$ cat src/rtl/can_rx_drain.sv
// can_rx_drain: drains received CAN frames from a PVCI-attached controller into a 32-byte FWFT FIFO
module can_rx_drain (
    input  logic       hclk,
    input  logic       hresetn,
    input  logic       enable,
    input  logic       nint,
    output logic [7:0] pvci_addr,
    output logic [7:0] pvci_wdata,
    output logic       pvci_valid,
    output logic       pvci_read,
    input  logic [7:0] pvci_rdata,
    input  logic       pop,
    output logic [7:0] dout,
    output logic       empty,
    output logic [5:0] level,
    output logic [7:0] frames_rx,
    output logic       busy
);
    typedef enum logic [2:0] {
        IDLE, STAT_RD, STAT_CHK, INFO_RD, INFO_CHK, BYTE_RD, BYTE_PUSH, RELEASE
    } state_t;

    state_t     state, state_nxt;
    logic [7:0] ptr;
    logic [3:0] remaining;
    logic [7:0] mem [32];
    logic [4:0] wr_ptr, rd_ptr;
    logic       push, pop_ok;
    logic [3:0] dlc, total;

    // frame length from the info byte: header (3 std / 5 ext) plus clamped DLC unless RTR
    assign dlc    = pvci_rdata[3:0] > 4'd8 ? 4'd8 : pvci_rdata[3:0];
    assign total  = (pvci_rdata[7] ? 4'd5 : 4'd3) + (pvci_rdata[6] ? 4'd0 : dlc);
    assign push   = state == INFO_CHK || state == BYTE_PUSH;
    assign pop_ok = pop && !empty;
    assign empty  = level == 6'd0;
    assign dout   = empty ? 8'h00 : mem[rd_ptr];
    assign busy   = state != IDLE;

    // state register
    always_ff @(posedge hclk or negedge hresetn)
        if (!hresetn) state <= IDLE;
        else          state <= state_nxt;

    // next-state: a frame is only started when a worst-case 13-byte frame still fits
    always_comb begin
        state_nxt = state;
        case (state)
            IDLE:      state_nxt = (enable && !nint && level <= 6'd19) ? STAT_RD : IDLE;
            STAT_RD:   state_nxt = STAT_CHK;
            STAT_CHK:  state_nxt = pvci_rdata[0] ? INFO_RD : IDLE;
            INFO_RD:   state_nxt = INFO_CHK;
            INFO_CHK:  state_nxt = BYTE_RD;
            BYTE_RD:   state_nxt = BYTE_PUSH;
            BYTE_PUSH: state_nxt = remaining == 4'd1 ? RELEASE : BYTE_RD;
            RELEASE:   state_nxt = IDLE;
            default:   state_nxt = IDLE;
        endcase
    end

    // PVCI request outputs; bus fields are zero whenever no request is presented
    always_comb begin
        pvci_valid = 1'b0;
        pvci_read  = 1'b0;
        pvci_addr  = 8'h00;
        pvci_wdata = 8'h00;
        case (state)
            STAT_RD: begin pvci_valid = 1'b1; pvci_read = 1'b1; pvci_addr = 8'h02; end
            INFO_RD: begin pvci_valid = 1'b1; pvci_read = 1'b1; pvci_addr = 8'h10; end
            BYTE_RD: begin pvci_valid = 1'b1; pvci_read = 1'b1; pvci_addr = ptr; end
            RELEASE: begin pvci_valid = 1'b1; pvci_addr = 8'h01; pvci_wdata = 8'h04; end
            default: ;
        endcase
    end

    // byte pointer, remaining-byte count and received-frame counter
    always_ff @(posedge hclk or negedge hresetn)
        if (!hresetn) begin
            ptr       <= 8'h00;
            remaining <= 4'd0;
            frames_rx <= 8'h00;
        end else begin
            if (state == INFO_CHK) begin
                ptr       <= 8'h11;
                remaining <= total - 4'd1;
            end else if (state == BYTE_PUSH) begin
                ptr       <= ptr + 8'd1;
                remaining <= remaining - 4'd1;
            end
            if (state == RELEASE) frames_rx <= frames_rx + 8'd1;
        end

    // FIFO pointers and occupancy; simultaneous push and pop leaves level unchanged
    always_ff @(posedge hclk or negedge hresetn)
        if (!hresetn) begin
            wr_ptr <= 5'd0;
            rd_ptr <= 5'd0;
            level  <= 6'd0;
        end else begin
            if (push)   wr_ptr <= wr_ptr + 5'd1;
            if (pop_ok) rd_ptr <= rd_ptr + 5'd1;
            level <= level + {5'd0, push} - {5'd0, pop_ok};
        end

    // FIFO storage; contents need no reset since dout is masked while empty
    always_ff @(posedge hclk)
        if (push) mem[wr_ptr] <= pvci_rdata;
endmodule

$ cat config.mk
export PLATFORM = sky130hd
export DESIGN_NAME = can_rx_drain
export DESIGN_NICKNAME = d
export VERILOG_FILES = /design/src/rtl/can_rx_drain.sv
export SDC_FILE = /design/constraint.sdc
export NUM_CORES = 1
export LEC_CHECK = 0
export ABC_AREA = 1
export CORE_UTILIZATION = 55
export DETAILED_ROUTE_END_ITERATION = 8
export PLACE_DENSITY = 0.76
export SLEW_MARGIN = 20
export SYNTH_ARGS = -nofsm -noshare
export SYNTH_HDL_FRONTEND = slang
export SYNTH_SLANG_ARGS = --single-unit
$ cat constraint.sdc
create_clock -name hclk -period 2.4 [get_ports hclk]
set_input_delay 0.24 -clock hclk [delete_from_list [all_inputs] [get_ports hclk]]
set_output_delay 0.24 -clock hclk [all_outputs]
set_load 0.03 [all_outputs]
==> impl_metrics.py <==
metrics = {
    "critical_path": {
        "worstReg2RegStart": "level[4]",
        "cp.arrival_ps": 2330,
        "critical_path.endpoint_type": "output pin",
        "r2r_setup_slack_ps": 130,
        "r2r_cells": 12,
        "worstReg2RegEnd": "level[4]",
        "cp_max_fo": 16,
        "crit_type": "flop to output pin",
        "crit_path_start_kind": "flop",
        "cp_data_required_time_ps": 2160,
    },
    "power": {
        "swShare": 0.382,
        "power.density_nw_per_um2": 1250,
        "pwr-share-comb": 0.417,
        "vdd_drop_max_mv": 0.959,
        "power.internal_uw": 12400,
        "power.switching_uw": 7640,
        "p_total_uw": 20000,
        "clockPowerShare": 0.264,
        "seq_power_share": 0.319,
        "leakagePower_uw": 0.00661,
    },
    "synth": {
        "synth_top_family_by_area": "simple AND/OR/NAND/NOR gates",
        "synthDistinctLibCells": 36,
        "synth_top_cells_by_count": "nand2_1, edfxtp_1, nand3_1",
        "synth_most_common_cell": "nand2_1",
        "yosysSeqAreaShare": 0.662,
        "netlist.area_leader.share": 0.588,
        "synth_compound_area_frac": 0.0319,
        "synth_edf_count": 256,
        "syn_inst": 1246,
        "ys_warn_count": 0,
        "synthSimpleGateAreaFrac": 0.203,
        "ys_top_cells_by_area": "edfxtp_1, nand2_1, dfrtp_1, nand3_1, inv_1",
        "synth_xor_area_frac": 0.0127,
        "synth_area_um2": 13100,
        "ys_seq_elements": 295,
        "synth_mux_area_frac": 0,
        "synth_area_leader_cell": "edfxtp_1",
        "ys.flop_type": "edfxtp_1",
        "syn_area_per_cell_um2": 10.5,
        "async_flop_share": 0.132,
        "synthAdderAreaFrac": 0.0222,
    },
    "grt": {
        "antenna_found_initial": 1,
        "grt_pass1_vias": 8773,
        "grt_max_degree": 50,
        "grt_pass1_wl_um": 47800,
        "grtUsageTotal": 0.261,
        "grt-ovfl-total": 0,
    },
    "floorplanning": {
        "die_area_um2": 24400,
        "ios": 55,
        "coreArea_um2": 23400,
        "initial_core_util": 0.559,
        "rows": 56,
        "die_h_um": 156,
        "fp.dieW_um": 156,
    },
    "route": {
        "first_pass_iters": 5,
        "drtAntennaViolNets": 0,
        "via_per_inst": 5.45,
        "drtIter0Drc": 990,
        "routed_wl_um": 32000,
        "wire_per_inst_um": 18.8,
        "vias": 9258,
        "drt_drc_violations_left": 0,
    },
    "clocking": {
        "cts_buffers": 30,
        "cts.sinks": 295,
        "clk_path_buf_depth": 3,
        "cts_tree": "done",
        "cts.clk_slew.worst_paths_ps": 60,
        "worstSkewPairLatency_ps": 550,
        "cts_max_level": 1,
        "root_buffer": "clkbuf_16",
    },
    "timing": {
        "hold_viol_final": 0,
        "setup_tns_ps": -1180,
        "setup_viol": 8,
        "rsz0062_at_grt": "yes",
        "max_freq_mhz": 390,
        "finClkSkew_ps": 13.9,
        "period_needed_ps": 2570,
        "finalWorstSetupSlack_ps": -165,
        "slew_headroom": 0.454,
        "finalMaxSlewViolations": 0,
        "period_share": 1.07,
        "tightest_slew_ps": 819,
    },
    "layout": {
        "final_core_util": 0.683,
        "antenna_cells": 0,
        "drive_gt1_frac": 0.177,
        "area_growth_pct": 22.3,
        "final_nets": 1390,
    },
    "run": {
        "drv_cap": 0,
    },
    "placed_design": {
        "io_buffers": 47,
        "hpwl_um": 18400,
        "gp_congestion": 0.843,
    },
    "outcome": {
        "outcome": "finished with violations",
        "violations": "setup timing",
    },
    "hold_path": {
        "hp-class": "primary input to flop",
        "worstHoldStart": "enable",
        "holdPathEnd": "state[0]",
        "hold_depth": 3,
    },
}
## layout by cell type (no fill, tap or decap), types with 5 or more instances in the layout
master,count
buf_6,8
o21ai_0,41
nor2_2,19
a21oi_2,7
buf_16,5
bufinv_16,9
a21oi_1,9
clkdlybuf4s50_1,28
nand2_1,335
buf_4,65
xor2_1,17
nand3_2,31
dfrtp_2,6
inv_2,7
inv_1,125
clkbuf_16,34
dlygate4sd2_1,7
conb_1,7
ha_1,18
nand4_1,5
clkinv_2,5
buf_12,8
o21ai_1,14
edfxtp_1,256
nand2_2,12
dfrtp_1,32
nor2_1,94
nor2_4,5
nand3_1,120
## power by group through the flow
stage	Combinational (uW)	Sequential [uW]	Clock, uW
6_report	8350	6370	5290
5_1_grt	8980	6420	5500
4_1_cts	7510	6370	5310
3_5_place_dp	6740	6450	0
3_3_place_gp	6610	6430	0
2_1_floorplan	4610	6420	0
## metrics by stage
| stage | hold slack, ps | setup WS (ps) | cell area [um^2] | instances |
|---|---|---|---|---|
| floorplan | -55.6 | 7.04 | 13100 | 1252 |
| global placement | 381 | 97.9 | 14200 | 1626 |
| detailed placement | 387 | -3.42 | 14200 | 1626 |
| CTS | 265 | -179 | 15600 | 1691 |
| global route | 287 | -256 | 16000 | 1698 |
| finish | 264 | -165 | 16000 | 1698 |
## how the worst max path moves through the flow
stage          startpoint  endpoint  cells past startpoint
6_report        rd_ptr[0]   dout[6]                     10
2_1_floorplan    level[2]  level[4]                     12
3_3_place_gp     level[2]  level[4]                     12
4_1_cts         rd_ptr[0]   dout[6]                     11
5_1_grt         rd_ptr[0]   dout[6]                     10
3_5_place_dp     level[2]  level[4]                     12
## flip-flops by register name, indices dropped and copies added (netlist names)
| signal | count |
|---|---|
| frames_rx | 8 |
| wr_ptr | 5 |
| mem | 256 |
| remaining | 4 |
| state | 3 |
| ptr | 8 |
| rd_ptr | 5 |
| level | 6 |
## layer usage
layer,vias to the layer above,part of all wire,track usage
met1,4363,0.39,0.356
met3,82,0.093,0.0341
met2,475,0.48,0.424
met5,-,0,0
li1,4338,-,-
met4,0,0.035,0.110
## final cells by class
| cell class | count | area [um^2] |
|---|---|---|
| multi-input combinational | 764 | 3910 |
| inverter | 134 | 515 |
| fill | 1666 | 7410 |
| timing repair buffer | 130 | 1350 |
| sequential | 295 | 8670 |
| clock buffer | 33 | 783 |
| tap | 319 | 399 |
| clock inverter | 23 | 362 |
## what timing repair did
action                     4_1_cts  5_1_grt
pin swaps                       12       32
setup buffers                    5        6
setup endpoints to repair       17       12
cloned                           3        3
resized for setup               56       83
hold endpoints to repair        33        0
hold buffers                     1        0
## logic make-up (layout without fill, tap and decap cells)
family                     after synthesis  in the layout
AOI/OAI and AO/OA                       80             80
xor gates and xnor gates                19             19
adders and majority gates               22             22
buffers and inverters                  193            320
DFF                                    295            295
other                                    1              7
and+or+nand+nor                        636            636
## critical path: stages (launching register included)
cell and delay (ps):
dfrtp_4 570, buf_4 180, buf_6 150, nand2_1 70, nand3_1 120, nand3_1 120
nand3_1 80, nand2_1 120, nand2_2 90, nor2_4 140, buf_6 140
(Power assumes the default switching activity.)
